[src/rtl/prince_mprime_pipe.sv]
`default_nettype none
// ============================================================================
// Module   : prince_mprime_pipe
// Brief    : Registered multi-share PRINCE M' layer with a 1-entry skid buffer.
// Revision : 1.0
// ============================================================================
module prince_mprime_pipe #(
    parameter int NSHARES = 3
) (
    input  logic                   clk,
    input  logic                   rst_n,
    input  logic                   flush_i,
    input  logic                   in_valid,
    output logic                   in_ready,
    input  logic [64*NSHARES-1:0]  in_data,
    output logic                   out_valid,
    input  logic                   out_ready,
    output logic [64*NSHARES-1:0]  out_data
);

    localparam int W = 64 * NSHARES;

    // Nibble-matrix form: input nibble k contributes to output nibble r through
    // an identity with one bit removed, the removed bit rotating with (r+k+off).
    function automatic logic [15:0] mhat(input logic [15:0] c, input logic [1:0] off);
        logic [15:0] y;
        logic [3:0]  acc;
        logic [1:0]  idx;
        y = '0;
        for (int r = 0; r < 4; r++) begin
            acc = '0;
            for (int k = 0; k < 4; k++) begin
                idx = 2'(r + k) + off;
                acc = acc ^ (c[15-4*k -: 4] & ~(4'b1000 >> idx));
            end
            y[15-4*r -: 4] = acc;
        end
        return y;
    endfunction

    function automatic logic [63:0] mprime(input logic [63:0] x);
        return {mhat(x[63:48], 2'd0), mhat(x[47:32], 2'd1),
                mhat(x[31:16], 2'd1), mhat(x[15:0],  2'd0)};
    endfunction

    logic [W-1:0] mp_in;
    logic [W-1:0] main_data_q, main_data_d;
    logic [W-1:0] skid_data_q, skid_data_d;
    logic         main_valid_q, main_valid_d;
    logic         skid_full_q, skid_full_d;
    logic         in_acc, out_acc;

    for (genvar s = 0; s < NSHARES; s++) begin : g_share
        assign mp_in[64*s +: 64] = mprime(in_data[64*s +: 64]);
    end

    assign in_ready  = ~skid_full_q;
    assign out_valid = main_valid_q;
    assign out_data  = main_data_q;
    assign in_acc    = in_valid & ~skid_full_q;
    assign out_acc   = main_valid_q & out_ready;

    always_comb begin
        main_data_d  = main_data_q;
        main_valid_d = main_valid_q;
        skid_data_d  = skid_data_q;
        skid_full_d  = skid_full_q;
        if (flush_i) begin
            main_data_d  = '0;
            main_valid_d = 1'b0;
            skid_data_d  = '0;
            skid_full_d  = 1'b0;
        end else if (out_acc && skid_full_q) begin
            main_data_d = skid_data_q;
            skid_full_d = 1'b0;
        end else if (out_acc) begin
            if (in_acc) begin
                main_data_d  = mp_in;
                main_valid_d = 1'b1;
            end else begin
                main_valid_d = 1'b0;
            end
        end else if (!main_valid_q) begin
            if (in_acc) begin
                main_data_d  = mp_in;
                main_valid_d = 1'b1;
            end
        end else if (in_acc) begin
            // Main is stalled: park the new block in the skid register.
            skid_data_d = mp_in;
            skid_full_d = 1'b1;
        end
    end

    always_ff @(posedge clk or negedge rst_n) begin
        if (!rst_n) begin
            main_data_q  <= '0;
            main_valid_q <= 1'b0;
            skid_data_q  <= '0;
            skid_full_q  <= 1'b0;
        end else begin
            main_data_q  <= main_data_d;
            main_valid_q <= main_valid_d;
            skid_data_q  <= skid_data_d;
            skid_full_q  <= skid_full_d;
        end
    end

endmodule
`default_nettype wire
[config.mk]
export PLATFORM = sky130hd
export DESIGN_NAME = prince_mprime_pipe
export DESIGN_NICKNAME = d
export VERILOG_FILES = /design/src/rtl/prince_mprime_pipe.sv
export SDC_FILE = /design/constraint.sdc
export NUM_CORES = 1
export LEC_CHECK = 0
export CELL_PAD_IN_SITES_DETAIL_PLACEMENT = 0
export CELL_PAD_IN_SITES_GLOBAL_PLACEMENT = 1
export CORE_ASPECT_RATIO = 0.9
export CORE_MARGIN = 2
export CORE_UTILIZATION = 35
export DETAILED_ROUTE_END_ITERATION = 12
export PLACE_DENSITY = 0.68
export REMOVE_ABC_BUFFERS = 1
export SYNTH_ARGS = -nofsm -noshare
export SYNTH_HDL_FRONTEND = slang
export SYNTH_SLANG_ARGS = --single-unit
[constraint.sdc]
create_clock -name clk -period 3.7 [get_ports clk]
set_clock_uncertainty 0.15 [all_clocks]
set_input_delay 0.925 -clock clk [delete_from_list [all_inputs] [get_ports clk]]
set_output_delay 0.925 -clock clk [all_outputs]
set_load 0.05 [all_outputs]
---- After elaboration in Yosys (flattened, before gate mapping) ----
Cells that the tools add are included.
storage, ports and cells
  bits in latches ......................... 0
  ROM bits ................................ 0
  memories kept ........................... 0
  logic and storage cells ................. 182
  register bits ........................... 386
  output and inout port bits .............. 194
  memory bits (writable) .................. 0
  input bits .............................. 197
operators by class
  div/mod/pow operators ................... 0
  equality and inequality tests ........... 4
  $add $sub $neg .......................... 0
  bitwise logic cells ..................... 147
  multipliers ............................. 0
  shift operators ......................... 0
  order comparisons ....................... 0
  reduce and logical (&&, ||, !) cells .... 7
  multiplexer cells ....................... 20
operators by type and width
  kind                                                   number
  two-way mux 192 bit                                    10
  XOR 4 bit                                              96
  XOR 4 x 3 -> 4 bit                                     36
  XOR 3 x 4 -> 4 bit                                     12
  two-way mux 1 bit                                      10
  nonzero test 3 bit                                     2
  inequality test 2 bit, second input constant           2
  inequality test 4 x 2 -> 1 bit, second input constant  1
  AND reduction 4 bit                                    1
  nonzero test 2 bit                                     2
  inequality test 3 x 2 -> 1 bit, second input constant  1
  AND reduction 3 bit                                    1
  bitwise AND 1 bit                                      2
  logical AND 1 bit                                      1
  inverter 1 bit                                         1

---- Logic depth before layout (Yosys ltp) ----
Gate-level depths: netlist of run 1.
  word-level depth ........................ 8
  depth in mapped cells ................... 5
  mapped depth without buffers ............ 3

---- Least setup slack after synthesis of run 1 ----
Ideal clock, no wire load.
  path kind ............................... input -> register
  start point ............................. input flush_i
  end point ............................... register main_data_q[127], in the netlist out_data[127]
  library setup time ...................... 79 ps
  cell stages on the path ................. 5
  data required time ...................... 3471 ps
  arrival ................................. 1794 ps
  buffers on the path ..................... 2
  path slack .............................. 1677 ps
  path through ............................ a31oi_1 buf_2 clkbuf_1 a22oi_1 mux2i_1
on the way
  longest elaborated chain between the ends .. 1
  elaborated cells on any way between the ends .. 2
  those cells by class .................... 1 x eq/ne; 1 x mux
RTL lines
  what                                                                                           RTL line  text
  start, declared                                                                                12        input logic flush_i,
  inequality test 4 x 2 -> 1 bit (no source line) / two-way mux 192 bit (equally long branches)  n/a
  end signal, assigned                                                                           102       main_data_q <= main_data_d;
  end, declared                                                                                  47        logic [W-1:0] main_data_q, main_data_d;
Parallel ways exist; a longest one is shown, timed or not.
A chain may end at the register's enable or synchronous reset.

---- Worst setup path in the final report of run 1 ----
  start point ............................. register skid_full_q
  end point ............................... output in_ready
on the way
  longest elaborated chain between the ends .. 1
RTL lines
  what                    RTL line  text
  start, declared         50        logic skid_full_q, skid_full_d;
  start signal, assigned  105       skid_full_q <= skid_full_d;
  inverter 1 bit          57        assign in_ready = ~skid_full_q;
  end, declared           14        output logic in_ready,
Every way passes these cells.

==> metrics.yaml, run 1 <==
power_and_ir_drop:
  total_power_uw: 13180
  ir_worst_vdd_uv: 335.2
  leakage_uw: 0.01363
  p_per_area_nw_per_um2: 488.1
die:
  initial_core_util: 0.3542
  die_y_um: 234.7
  dieWidth_um: 260.3
  core_area_sq_um: 58440
  ios: 391
  fp.dieArea_sq_um: 61100
  rows: 84
timing:
  hold_viol_final: 0
  worstMarginPinSlew_ns: 0.6830
  timing.final.crit_share: 0.8410
  slew_headroom: 0.5433
  hold_slack_ns: 0.1737
  setup_violations: 0
  fmaxAchievable_mhz: 321.4
  rsz0062_at_grt: "no"
  fin_ws_ns: 0.5884
  timing.final.max_slew_violations: 0
  layout_min_cycle_time_ns: 3.112
critical_path:
  slowest_delay_ns: 0.81
  r2r_end: "out_data[54]"
  cp-startpoint: "skid_full_q"
  startpoint_type: "register"
  worstRegToRegCells: 5
  crit_path_cell_trace: "inv_2, clkdlybuf4s50_1"
  crit_family: "buffers and inverters"
  crit_buf_inv: 2
  crit_path_top_delay_cell: "clkdlybuf4s50_1"
  critPathKind: "register to output port"
  cp-endpoint: "in_ready"
  cp-end-kind: "output port"
  path_max_fanout: 6
  rr_startpoint: "out_valid"
  worstPathArrival_ns: 2.04
  r2r_setup_slack_ns: 1.59
  cp.depth: 2
  cp.required_ns: 2.62
status:
  status: "finished, final reports clean"
clocking:
  insertion_delay_ns: 0.58
  cts_setup_buffers: 0
  cts_buffer_depth: 3
  numCtsBuffers: 45
  post_cts_resized: 0
  clkSlewWorstSetupHoldPaths_ns: 0.06
  clock-sinks: 386
  cts-root-buf: "clkbuf_16"
  cts_tree: "built"
  ctsHtreeMaxLevel: 2
  hold_buffers: 0
placed_design:
  dpl_cell_area_sq_um: 25440
  gp_congestion: 0.7914
  dp_hpwl_um: 34080
  preCtsSetupSlack_ns: 0.5221
  numPortBuffers: 390
grt:
  grtUsageTotal: 0.1718
  grt_overflow: 0
  grt_antenna_before_repair: 8
  grt_pass1_wl_um: 83200
  grt_max_degree: 103
  first_global_vias: 14230
routing:
  ant_nets: 0
  post_drt_wl_per_cell_um: 20.20
  drtIter0Drc: 827
  dr.pass1.iters: 4
  vias: 13430
  drt_wl_total_um: 53280
  drc: 0
  routed_via_density: 5.094
synth:
  yosysSeqAreaShare: 0.4667
  syn_area_per_cell_sq_um: 14.13
  ys_types: 21
  ys_seq_elements: 386
  yosys_warnings: 0
  synth_area_sq_um: 20700
  syn_inst: 1465
layout:
  layout-drive-gt1-share: 0.05756
  postLayoutCellArea_sq_um: 27000
  final_nets: 2022
  syn2layout_area_growth_pct: 30.44
hold_path:
  worstHoldPathType: "input port to asynchronous set/reset pin"
flow_run:
  max_cap_violations: 0
## how the worst min path moves through the flow
| stage | start | to | slack, ns | cells past startpoint |
|---|---|---|---|---|
| floorplan | skid_data_q[0] | skid_data_q[0] | 0.32 | 1 |
| global placement | skid_data_q[101] | skid_data_q[101] | 0.34 | 1 |
| detailed placement | skid_data_q[16] | skid_data_q[16] | 0.34 | 1 |
| CTS | rst_n | skid_data_q[124] | 0.17 | 1 |
| global route | rst_n | skid_data_q[124] | 0.19 | 1 |
| finish | rst_n | skid_data_q[124] | 0.17 | 1 |
## kinds of logic (layout without fill, tap and decap cells)
group | after synthesis | in the layout | synth area share
buf+inv | 299 | 693 | 0.06426
mux | 193 | 193 | 0.09334
flops | 386 | 386 | 0.4667
other cells | 0 | 4 | 0
compound gates | 390 | 390 | 0.1534
simple gates | 5 | 5 | 0.001753
xor+xnor | 192 | 192 | 0.2205
## area by class of cell
class	count	area, sq um
Fill cell	5242	31440
Multi-Input combinational cell	780	9754
Sequential cell	386	9659
Timing Repair Buffer	418	4332
Clock buffer	67	1361
Tap cell	774	968.4
Inverter	194	728.2
Clock inverter	14	185.2
Antenna cell	4	10.01
## stage by stage
| stage | TNS [ns] | std cells | util |
|---|---|---|---|
| 5_1_grt | 0 | 2635 | 0.4619 |
| 3_3_place_gp | 0 | 2552 | 0.4354 |
| 2_1_floorplan | -2222.95 | 1360 | - |
| 4_1_cts | 0 | 2633 | 0.4618 |
| 3_5_place_dp | 0 | 2552 | 0.4354 |
| 6_report | 0 | 2637 | 0.4620 |
## layer usage
metal  GRT usage  up-vias  routed length, um
met5           0        -                 57
met2      0.2672      367              24780
met3     0.05049       85               3982
met4     0.04883        8               1258
li1            -     6072                  -
met1      0.2334     6902              23200
## sequential cells by signal, summed over array words and instances, names as in the netlist
name,cells
out_data,192
out_valid,1
skid_data_q,192
skid_full_q,1
## synthesized netlist by cell type
cell / count / area share
dfrtp_1: 386 / 0.47
inv_1: 193 / 0.035
mux2i_1: 193 / 0.093
a22o_1: 192 / 0.081
a22oi_1: 192 / 0.070
xor3_1: 192 / 0.22
buf_2: 76 / 0.018
buf_4: 10 / 0.0036
buf_6: 10 / 0.0054
clkbuf_1: 9 / 0.0016
nand2_1: 2 / 0.00036
a21oi_1: 1 / 0.00024
a221oi_1: 1 / 0.00042
a31oi_1: 1 / 0.00030
a41oi_2: 1 / 0.00079
and4b_1: 1 / 0.00048
inv_2: 1 / 0.00018
nor2b_1: 1 / 0.00030
nor4_2: 1 / 0.00060
o21ai_0: 1 / 0.00024
o21bai_2: 1 / 0.00054
## report_power, final
| part | leakage, uW | switching [uW] | internal [uW] | total, uW |
|---|---|---|---|---|
| clock | 0.000760 | 1830 | 2820 | 4650 |
| sequential | 0.00516 | 231 | 4590 | 4820 |
| combinational | 0.00771 | 2130 | 1580 | 3710 |
| total | 0.0136 | 4190 | 8990 | 13200 |
## layout by cell type (no fill, tap or decap)
cell / count
nand2_1: 2
clkbuf_8: 11
nor4_4: 1
o21bai_4: 1
a31oi_4: 1
clkinvlp_4: 2
buf_4: 11
buf_8: 1
a221oi_1: 1
inv_6: 1
clkinv_2: 6
inv_1: 193
dfrtp_1: 386
a41oi_4: 1
nor2b_1: 1
a21oi_1: 1
clkbuf_16: 47
and4b_4: 1
o21ai_0: 1
mux2i_1: 193
clkdlybuf4s50_1: 389
buf_12: 17
a22o_1: 192
diode_2: 4
xor3_1: 192
a22oi_1: 192
inv_8: 1
bufinv_16: 4
inv_2: 1
clkbuf_1: 9
(Power assumes the default switching activity.)
==> run 2: changes to the inputs <==
clock period = 3 ns   (was 3.7 ns; I/O delays follow)
==> metrics.yaml, run 2 (synthesis results as in run 1) <==
status:
  status: "finished, final reports clean"  # unchanged
critical_path:
  worstRegToRegCells: 4  # was 5
  critPathKind: "register to output port"  # unchanged
  path_max_fanout: 6  # unchanged
  crit_path_top_delay_cell: "clkdlybuf4s50_1"  # unchanged
  slowest_delay_ns: 0.83  # was 0.81 ns
  crit_buf_inv: 2  # unchanged
  rr_startpoint: "out_valid"  # unchanged
  crit_family: "buffers and inverters"  # unchanged
  r2r_end: "skid_data_q[79]"  # was out_data[54]
  cp-end-kind: "output port"  # unchanged
  r2r_setup_slack_ns: 1.00  # was 1.59 ns
  crit_path_cell_trace: "inv_2, clkdlybuf4s50_1"  # unchanged
  worstPathArrival_ns: 2.02  # was 2.04 ns
  cp.required_ns: 2.10  # was 2.62 ns
  startpoint_type: "register"  # unchanged
timing:
  setup_violations: 0  # unchanged
  timing.final.crit_share: 0.9750
  timing.final.max_slew_violations: 0  # unchanged
  rsz0062_at_grt: "no"  # unchanged
  fmaxAchievable_mhz: 341.9
  worstMarginPinSlew_ns: 0.7449  # was 0.6830 ns
  setup_tns_ns: 0  # unchanged
  slew_headroom: 0.5019  # was 0.5433
  hold_slack_ns: 0.01767  # was 0.1737 ns
  hold_viol_final: 0  # unchanged
  layout_min_cycle_time_ns: 2.925
layout:
  syn2layout_area_growth_pct: 31.71  # was 30.44%
  final_cell_mix: "clkdlybuf4s50_1 (389), dfrtp_1 (386), mux2i_1 (193), inv_1 (193)"  # unchanged
  diodes: 0  # was 4
  finish.utilization: 0.4665  # was 0.4620
  layout-drive-gt1-share: 0.06915  # was 0.05756
  postLayoutCellArea_sq_um: 27260  # was 27000 sq um
  layout.cells.non_filler: 2654  # was 2637
  nFillCells: 5190  # was 5242
  final_nets: 2046  # was 2022
  final_common_cell: "clkdlybuf4s50_1"  # unchanged
grt:
  grt_use_met3: 0.03247  # was 0.05049
  met1_usage: 0.2521  # was 0.2334
  first_global_vias: 14290  # was 14.23k
  grt_use_met2: 0.2849  # was 0.2672
  grt_pass1_wl_um: 85530  # was 83200 um
  grt_antenna_before_repair: 4  # was 8
  grt_max_degree: 101  # was 103
  grt_overflow: 0  # unchanged
  grtUsageTotal: 0.1779  # was 0.1718
  busiest_layer: "met2"  # unchanged
clocking:
  cts_tree: "built"  # unchanged
  insertion_delay_ns: 0.56  # was 0.58 ns
  numCtsBuffers: 44  # was 45
  clkSlewWorstSetupHoldPaths_ns: 0.06  # about the same
  cts_buffer_depth: 3  # unchanged
  cts-root-buf: "clkbuf_16"  # unchanged
  clock-sinks: 386  # unchanged
  ctsHtreeMaxLevel: 2  # unchanged
  cts_setup_buffers: 0  # unchanged
  post_cts_resized: 0  # unchanged
  hold_buffers: 0  # unchanged
die:
  ios: 391  # unchanged
  rows: 84  # unchanged
  core_area_sq_um: 58440  # unchanged
  dieWidth_um: 260.3  # unchanged
  initial_core_util: 0.3542  # unchanged
  die_y_um: 234.7  # unchanged
  fp.dieArea_sq_um: 61100  # unchanged
routing:
  dr.pass1.iters: 5  # was 4
  ant_nets: 0  # unchanged
  routed_via_density: 5.085  # was 5.094
  drtIter0Drc: 794  # was 827
  drc: 0  # unchanged
  drt_wl_total_um: 54730  # was 53280 um
  vias: 13500  # was 13.43k
  post_drt_wl_per_cell_um: 20.62  # was 20.20 um
power_and_ir_drop:
  leakage_uw: 0.01378  # was 0.01363 uW
  p_per_area_nw_per_um2: 593.0  # was 488.1 nW/um^2
  ir_worst_vdd_uv: 330.4  # was 335.2 uV
placed_design:
  numPortBuffers: 390  # unchanged
  dp_hpwl_um: 37110  # was 34080 um
  dpl_cell_area_sq_um: 25780  # was 25440 sq um
  gp_congestion: 0.7673  # was 0.7914
  dp.cells: 2577  # was 2552
flow_run:
  max_cap_violations: 0  # unchanged
hold_path:
  worstHoldPathType: "input port to asynchronous set/reset pin"  # unchanged
[run 2: worst reg2reg max path: cells and delay by family, from the launching register on]
kind	cells	cell delay, ns
flip-flops	1	0.56
AND/OR/NAND/NOR	2	0.43
AO/OA/AOI/OAI	1	0.38
buffers and inverters	1	0.41
[run 2: area by class of cell]
type	count	area, sq um	share of cell area
inverters	194	728.2	0.02671
repair buffers	443	4669	0.1713
clock buffers	63	1304	0.04783
multi-input cells	780	9754	0.3578
flip-flops and latches	386	9659	0.3543
clock inverters	14	176.4	0.006472
well taps	774	968.4	0.03553
[run 2: worst max-delay path by stage]
stage | startpoint | end | slack (ns) | cells past startpoint
after floorplan | out_valid | out_data[130] | -6.67 | 3
after global placement | out_ready | out_data[116] | 0.24 | 5
after detailed placement | out_ready | out_data[11] | 0.19 | 5
after CTS | skid_full_q | in_ready | 0.03 | 2
after global routing | skid_full_q | in_ready | 0.01 | 2
final | skid_full_q | in_ready | 0.08 | 2
[run 2: where the power goes]
part	leakage (uW)	internal [uW]	switching [uW]
registers	0.00516	5660	337
logic	0.00789	2000	2630
clock network	0.000734	3350	2180
[run 2: layer usage]
| layer | share of wire | routed length, um | vias up |
|---|---|---|---|
| met2 | 0.47 | 25870 | 352 |
| li1 | - | - | 6123 |
| met5 | 0.00066 | 36 | - |
| met4 | 0.015 | 812 | 4 |
| met1 | 0.46 | 25100 | 6954 |
| met3 | 0.053 | 2915 | 62 |
[run 2: metrics by stage]
stage / power, uW / setup WS (ns)
2_1_floorplan: 9053 / -6.669
4_1_cts: 16380 / 0.03214
5_1_grt: 16870 / 0.009943
6_report: 16170 / 0.07512
3_3_place_gp: 10710 / 0.2439
3_5_place_dp: 10740 / 0.1869
==> run 3: changes to the inputs <==
REMOVE_ABC_BUFFERS = default   (was 1)
==> metrics.yaml, run 3 (synthesis results as in run 1) <==
routing:
  vias: 13630  # was 13.50k
  post_drt_wl_per_cell_um: 20.79  # was 20.62 um
  drc: 0  # unchanged
  dr.pass1.iters: 5  # unchanged
  routed_via_density: 5.086  # was 5.085
  drt_wl_total_um: 55690  # was 54730 um
  drtIter0Drc: 800  # was 794
  ant_nets: 0  # unchanged
critical_path:
  worstPathArrival_ns: 1.84  # was 2.02 ns
  slowest_delay_ns: 0.90  # was 0.83 ns
  cp.depth: 1  # was 2
  crit_path_cell_trace: "clkdlybuf4s50_1"  # was inv_2, clkdlybuf4s50_1
  cp.required_ns: 2.10  # about the same
  crit_family: "buffers and inverters"  # unchanged
  cp-startpoint: "out_data[147]"  # was skid_full_q
  rr_startpoint: "out_valid"  # unchanged
  path_max_fanout: 2  # was 6
  worstRegToRegCells: 4  # unchanged
  startpoint_type: "register"  # unchanged
  r2r_setup_slack_ns: 1.03  # was 1.00 ns
  critPathKind: "register to output port"  # unchanged
  crit_buf_inv: 1  # was 2
  crit_path_top_delay_cell: "clkdlybuf4s50_1"  # unchanged
  cp-end-kind: "output port"  # unchanged
hold_path:
  hold_start: "skid_data_q[186]"
  worstHoldPathType: "register to register"  # was input port to asynchronous set/reset pin
  hold_path_depth: 1
layout:
  final_nets: 2067  # was 2046
  postLayoutCellArea_sq_um: 27540  # was 27260 sq um
  final_cell_mix: "clkdlybuf4s50_1 (387), dfrtp_1 (386), mux2i_1 (193), inv_1 (193)"  # was clkdlybuf4s50_1 (389), dfrtp_1 (386), mux2i_1 (193), inv_1 (193)
  layout-drive-gt1-share: 0.07822  # was 0.06915
  syn2layout_area_growth_pct: 33.05  # was 31.71%
  final_common_cell: "clkdlybuf4s50_1"  # unchanged
  diodes: 0  # unchanged
  finish.utilization: 0.4712  # was 0.4665
die:
  core_area_sq_um: 58440  # unchanged
  rows: 84  # unchanged
  ios: 391  # unchanged
  fp.dieArea_sq_um: 61100  # unchanged
  die_y_um: 234.7  # unchanged
  dieWidth_um: 260.3  # unchanged
  initial_core_util: 0.3542  # unchanged
power_and_ir_drop:
  power.share.clock: 0.345  # was 0.342
  p_int_uw: 11050  # was 11010 uW
  p_sw_uw: 5215  # was 5152 uW
  p_per_area_nw_per_um2: 590.5  # was 593.0 nW/um^2
  seq_power_share: 0.368  # was 0.371
  leakage_uw: 0.01392  # was 0.01378 uW
  total_power_uw: 16260  # was 16170 uW
  ir_worst_vdd_uv: 346.1  # was 330.4 uV
  power_frac_comb: 0.287  # about the same
  p_sw_frac: 0.3207  # was 0.3187
synth:
  synthesis.nets: 1662
timing:
  hold_viol_final: 0  # unchanged
  rsz0062_at_grt: "no"  # unchanged
  timing.final.max_slew_violations: 0  # unchanged
  timing.final.crit_share: 0.9118  # was 0.9750
  setup_violations: 0  # unchanged
  setup_tns_ns: 0  # unchanged
  worstMarginPinSlew_ns: 0.6445  # was 0.7449 ns
  layout_min_cycle_time_ns: 2.735  # was 2.925 ns
  fmaxAchievable_mhz: 365.6  # was 341.9 MHz
  slew_headroom: 0.5690  # was 0.5019
clocking:
  clkSlewWorstSetupHoldPaths_ns: 0.06  # about the same
  clock-sinks: 386  # unchanged
  cts_buffer_depth: 3  # unchanged
  ctsHtreeMaxLevel: 2  # unchanged
  cts_tree: "built"  # unchanged
  cts-root-buf: "clkbuf_16"  # unchanged
  cts_setup_buffers: 0  # unchanged
  insertion_delay_ns: 0.55  # was 0.56 ns
  numCtsBuffers: 45  # was 44
placed_design:
  dpl_cell_area_sq_um: 26010  # was 25780 sq um
  numPortBuffers: 390  # unchanged
  gp_congestion: 0.7981  # was 0.7673
  dp_hpwl_um: 38680  # was 37110 um
grt:
  first_global_vias: 14570  # was 14.29k
  grtUsageTotal: 0.1795  # was 0.1779
  grt_max_degree: 70  # was 101
  grt_antenna_before_repair: 2  # was 4
  grt_pass1_wl_um: 85970  # was 85530 um
  grt_overflow: 0  # unchanged
flow_run:
  max_cap_violations: 0  # unchanged
status:
  status: "finished, final reports clean"  # unchanged
-- run 3: cell count changes in the layout (fill, tap and decap cells not counted), sizes merged --
cell	before	now
buf	54	73
clkbuf	63	69
clkdlybuf4s50	389	387
clkinv	8	6
dlymetal6s2s	0	2
inv	195	197
bufinv	4	3
dlygate4sd3	0	1
-- run 3: area by class of cell --
class | count | area, sq um
Sequential cell | 386 | 9659
Inverter | 194 | 728.2
Clock inverter | 13 | 153.9
Clock buffer | 69 | 1359
Tap cell | 774 | 968.4
Timing Repair Buffer | 463 | 4915
Fill cell | 5191 | 30900
Multi-Input combinational cell | 780 | 9754
-- run 3: path summary, 6_finish.rpt --
path / to
hold / removal: skid_data_q[186]
setup reg to reg: out_data[33]
setup / recovery: out_data[147]
hold reg to reg: skid_data_q[186]
min in group asynchronous: out_data[63]
max in group asynchronous: skid_data_q[18]
-- run 3: per-stage QoR --
step	setup slack (ns)	hold slack, ns	instances
global placement	0.2388	0.3374	2596
finish	0.2647	0.3549	2679
floorplan	1.152	0.3044	1465
global route	0.1994	0.3671	2679
CTS	0.007825	0.3582	2679
detailed placement	0.1780	0.3408	2596
-- run 3: power groups by stage --
stage	clock network, uW	logic [uW]	registers [uW]
2_1_floorplan	0	1640	7280
3_5_place_dp	0	4690	6070
3_3_place_gp	0	4650	6080
6_report	5610	4670	5980
4_1_cts	5780	4710	5990
5_1_grt	5980	4930	6030
-- run 3: per-layer routing --
metal / part of all wire / GRT usage / wire, um / up-vias
li1: - / - / - / 6171
met4: 0.018 / 0.04571 / 988 / 4
met2: 0.49 / 0.2940 / 27170 / 342
met1: 0.45 / 0.2474 / 24800 / 7049
met5: 0.00027 / 0 / 15 / -
met3: 0.049 / 0.03053 / 2717 / 59
-- run 3: timing repair --
item,in CTS,in global routing
resized for setup,0,2
hold buffers,1,0
setup endpoints to repair,0,2
endpoints found under the hold margin,43,0
==> edit 1 (settings of run 2) <==
Reset style: synchronous (`rst_n`), changed in one clocked block.
--- a/src/rtl/prince_mprime_pipe.sv
+++ b/src/rtl/prince_mprime_pipe.sv
@@ -92,7 +92,7 @@
         end
     end
 
-    always_ff @(posedge clk or negedge rst_n) begin
+    always_ff @(posedge clk) begin
         if (!rst_n) begin
             main_data_q  <= '0;
             main_valid_q <= 1'b0;
Check against the original RTL: not settled (the Yosys comparison gave no result); the edit may change what the design does.
==> edit 1 against run 2 <==
- worst hold slack improved by 0.29 ns
- total power fell by 18%
- sequential cell count did not move
- cell area fell by 13%
- worst setup slack improved by 0.16 ns
- synthesized area fell by 16%
- routed wire length fell by 10%
- critical path type unchanged
- critical endpoint unchanged
==> edit 1: results (changes against run 2) <==
[outcome]
status=finished clean  ; unchanged

[synth]
synth_area_leaders=dfxtp_1, xnor3_1, a221o_1  ; was dfrtp_1, xor3_1, mux2i_1
synth_edf_count=0  ; unchanged
synthArstFlopShare_pct=0  ; was 100%
synth.most_common_cell=dfxtp_1  ; was dfrtp_1
synth_cell_types=20  ; was 21
netlist_top_cells_count=dfxtp_1, nor3_1, a221o_1, o2bb2ai_1, xnor3_1  ; was dfrtp_1, inv_1, mux2i_1
synth-seq-area-share_pct=44.3  ; was 46.7%
ys_warn_count=0  ; unchanged

[placed_design]
placed_cell_area_sq_um=22100  ; was 25800 sq um
dpl.hpwl_mm=32.5  ; was 37.1 mm
portBuffers=390  ; unchanged
place.gp.congestion=0.774  ; was 0.767

[clock_tree]
postCtsResizedCells=0  ; unchanged
cts_max_level=2  ; unchanged
cts-root-buf=clkbuf_16  ; unchanged
clockBufferDepth=3  ; unchanged
clock_latency_ns=0.56  ; about the same
cts_setup_buffers=0  ; unchanged
path_clk_slew_ns=0.06  ; about the same
cts_buffers=44  ; unchanged

[critical_path]
critPathTopFamily=buffers and inverters  ; unchanged
cp_slowest_cell=clkdlybuf4s50_1  ; unchanged
reg2reg_from=out_valid  ; unchanged
worst-r2r-setup-slack_ns=0.98  ; was 1.00 ns
r2r_cells=5  ; was 4
timing.rr.end=out_data[26]  ; was skid_data_q[79]
arrival_ns=1.87  ; was 2.02 ns
cp_slowest_stage_delay_ns=0.82
cp_max_fo=6  ; unchanged

[route]
firstDrtPassIters=7  ; was 5
drt-wirelength-per-cell_um=20.8  ; was 20.6 um
met3_length_mm=3.89  ; was 2.92 mm
drt_iter0_drc=714  ; was 794
num_vias=12733  ; was 13495
met2RoutedLength_mm=22.7  ; was 25.9 mm
m1WireLength_mm=21.7  ; was 25.1 mm
dr.max_layer_used=met5  ; unchanged

[grt]
grt_first_pass_wirelength_mm=76.2  ; was 85.5 mm
globalRouteMet2Util_pct=29.1  ; was 28.5%
grt_max_degree=91  ; was 101
grt.total_usage_pct=18.5  ; was 17.8%
antenna_found_initial=5  ; was 4
use_met1_pct=24.9  ; was 25.2%
grt_util_met3_pct=5.51  ; was 3.25%

[timing]
tightest_slew_ns=0.620  ; was 0.745 ns
drv_slew=0  ; unchanged

[min_path]
min_from=skid_data_q[64]
hold_depth=1
whs_endpoint=skid_data_q[64]
hold_class=reg -> reg  ; was in -> async

[power_and_ir_drop]
p_leak_nw=9.70  ; was 13.8 nW
irDropWorstVdd_mv=0.415  ; was 0.330 mV

[layout]
layout-drive-gt1-share_pct=6.95  ; was 6.91%
final_nets=1847  ; was 2046
fillCellCount=4323  ; was 5190

edit 1: where the power goes:
part / internal (mW) / switching, mW
logic: 1.21 / 1.14
registers: 5.27 / 0.0880
clock network: 3.38 / 2.17
total: 9.86 / 3.40
edit 1: area by class of cell:
class / instances / area [sq um] / share of cell area, %
well taps: 671 / 840 / 3.55
clock buffers: 64 / 1280 / 5.40
inverters: 1 / 3.75 / 0.0159
diodes: 5 / 12.5 / 0.0529
clock inverters: 15 / 206 / 0.873
multi-input cells: 783 / 9030 / 38.2
flip-flops and latches: 386 / 7730 / 32.7
repair buffers: 434 / 4530 / 19.2
edit 1: through the flow:
| step | instances | setup TNS (ns) | power [mW] | hold slack (ns) | setup slack, ns |
|---|---|---|---|---|---|
| 6_report | 2359 | 0 | 13.3 | 0.312 | 0.230 |
| 5_1_grt | 2355 | 0 | 13.8 | 0.325 | 0.136 |
| 4_1_cts | 2354 | 0 | 13.4 | 0.316 | 0.193 |
| 3_5_place_dp | 2275 | 0 | 7.83 | 0.298 | 0.212 |
| 3_3_place_gp | 2275 | 0 | 7.81 | 0.295 | 0.260 |
| 2_1_floorplan | 1170 | -5652.43 | 6.93 | 0.284 | -20.69 |
edit 1: worst max path at each step:
stage	startpoint	endpoint	slack, ns
2_1_floorplan	out_ready	skid_data_q[165]	-20.69
3_3_place_gp	flush_i	out_data[22]	0.26
3_5_place_dp	flush_i	out_data[94]	0.21
4_1_cts	skid_full_q	in_ready	0.19
5_1_grt	skid_full_q	in_ready	0.14
6_report	skid_full_q	in_ready	0.23
edit 1: logic make-up after synthesis:
family,count (synthesis),share of synthesized area [%]
flip-flops,386,44.3
multiplexers,1,0.0574
AO/OA/AOI/OAI,388,20.8
buffers and inverters,128,4.23
XOR/XNOR,192,24.8
AND/OR/NAND/NOR,202,5.87
==> edit 2 (settings of run 2) <==
Made on the original files. Change the parameter `NSHARES` from 3 to 6.
--- a/src/rtl/prince_mprime_pipe.sv
+++ b/src/rtl/prince_mprime_pipe.sv
@@ -5,7 +5,7 @@
 // Revision : 1.0
 // ============================================================================
 module prince_mprime_pipe #(
-    parameter int NSHARES = 3
+    parameter int NSHARES = 6
 ) (
     input  logic                   clk,
     input  logic                   rst_n,
Ports: changed (resized in_data and out_data); port bits go from 391 to 775. The function was not compared with the original's and may differ.
==> edit 2 against run 2 <==
- worst hold slack better by 0.33 ns
- non-clock buffer count up 480
- total power up 100%
- routed wire length up 120%
- critical path depth down 1
- worst setup slack better by 0.029 ns
- clock power up 110%
- cell area up 100%
- synthesized area up 99%
- sequential cell count up 384
- highest routed layer unchanged
==> edit 2: results (changes against run 2) <==
[synth]
synthArstFlopShare_pct=100  ; unchanged
synth_cell_types=20  ; was 21
synth-seq-area-share_pct=46.7  ; about the same
synth_area_leaders=dfrtp_1, xor3_1, mux2i_1  ; unchanged
netlist_instances=2919  ; was 1465
netlist_top_cells_count=dfrtp_1, inv_1, mux2i_1  ; unchanged
ys_warn_count=0  ; unchanged

[critical_path]
cp_slowest_stage_delay_ns=0.86  ; was 0.83 ns
cp_max_fo=3  ; was 6
cp_slowest_cell=clkdlybuf4s50_1  ; unchanged
timing.rr.end=out_data[256]  ; was skid_data_q[79]
worst-r2r-setup-slack_ns=0.88  ; was 1.00 ns
r2r_cells=5  ; was 4
arrival_ns=2.00  ; was 2.02 ns

[timing]
tightest_slew_ns=0.709  ; was 0.745 ns

[route]
drt-wirelength-per-cell_um=22.3  ; was 20.6 um
drt_iter0_drc=2025  ; was 794
viasPerCell=5.06  ; was 5.08

[layout]
final_cells=5370  ; was 2654
layout-drive-gt1-share_pct=7.94  ; was 6.91%
final_nets=4107  ; was 2046
fillCellCount=10432  ; was 5190

[min_path]
hold_class=reg -> reg  ; was in -> async
whs_endpoint=skid_data_q[262]
min_from=skid_data_q[262]
hold_depth=1

[placed_design]
place.gp.congestion=0.815  ; was 0.767
numPlacedInstances=5199  ; was 2577
portBuffers=774  ; was 390
dpl.hpwl_mm=86.2  ; was 37.1 mm

[clock_tree]
cts_buffers=89  ; was 44
cts_max_level=3  ; was 2
cts-root-buf=clkbuf_16  ; unchanged
clock_latency_ns=0.66  ; was 0.56 ns
path_clk_slew_ns=0.06  ; about the same
clockBufferDepth=3  ; unchanged

[grt]
grt_max_degree=77  ; was 101
grt.total_usage_pct=19.4  ; was 17.8%
antenna_found_initial=17  ; was 4
grt_first_pass_wirelength_mm=180  ; was 85.5 mm
grt_pass1_vias=28291  ; was 14288

[power_and_ir_drop]
p_leak_nw=27.8  ; was 13.8 nW
irDropWorstVdd_mv=0.400  ; was 0.330 mV

[outcome]
status=finished clean  ; unchanged

[edit 2: per-layer routing]
layer / part of all wire [%] / up-vias / wire [um] / track usage (%)
met5: 0.10 / - / 120 / 0
met4: 3.0 / 18 / 3640 / 6.41
met3: 7.0 / 179 / 8340 / 5.28
met2: 47 / 830 / 56800 / 31.0
met1: 42 / 13878 / 50900 / 25.7
li1: - / 12274 / - / -
[edit 2: cell families (layout without fill, tap and decap cells)]
family	after synthesis	in the layout	synth area share, %
muxes	385	385	9.33
AOI/OAI and AO/OA	774	774	15.3
DFF	770	770	46.7
other	0	6	0
xor gates and xnor gates	384	384	22.1
buffers and inverters	601	1473	6.51
and+or+nand+nor	5	5	0.109
[edit 2: worst max-delay path by stage]
stage,start,to,slack [ns],depth (start not counted)
2_1_floorplan,out_valid,out_data[0],-24.96,3
3_3_place_gp,out_ready,out_data[142],0.1,6
3_5_place_dp,out_ready,out_data[256],0.05,6
4_1_cts,out_data[188],out_data[188],0.07,1
5_1_grt,out_data[188],out_data[188],0.05,1
6_report,out_data[188],out_data[188],0.10,1
[edit 2: power by group]
part,internal [mW],switching (mW),total (mW)
Combinational,4.02,5.38,9.40
Clock,6.80,4.58,11.4
Sequential,11.3,0.725,12.0
Total,22.1,10.7,32.8
[edit 2: cell type report]
cell class / count / area (sq um) / share of cell area (%)
multi-input cells: 1548 / 19400 / 35.3
clock buffers: 125 / 2570 / 4.69
flip-flops and latches: 770 / 19300 / 35.1
repair buffers: 923 / 9730 / 17.7
clock inverters: 39 / 494 / 0.901
well taps: 1573 / 1970 / 3.59
diodes: 6 / 15.0 / 0.0274
inverters: 386 / 1450 / 2.64
[edit 2: stage by stage]
stage | cell area [sq um] | hold slack, ns | worst slack [ns]
detailed placement | 51800 | 0.341 | 0.0486
CTS | 54900 | 0.358 | 0.0692
finish | 54900 | 0.351 | 0.104
global placement | 51800 | 0.338 | 0.0961
floorplan | 40000 | 0.304 | -24.96
global route | 54900 | 0.364 | 0.0485
[edit 2: repair_timing]
action | CTS | global route
setup endpoints to repair | 3 | 0
setup buffers | 0 | 0
hold endpoints to repair | 35 | 0
hold buffers | 1 | 0
resized for setup | 3 | 0
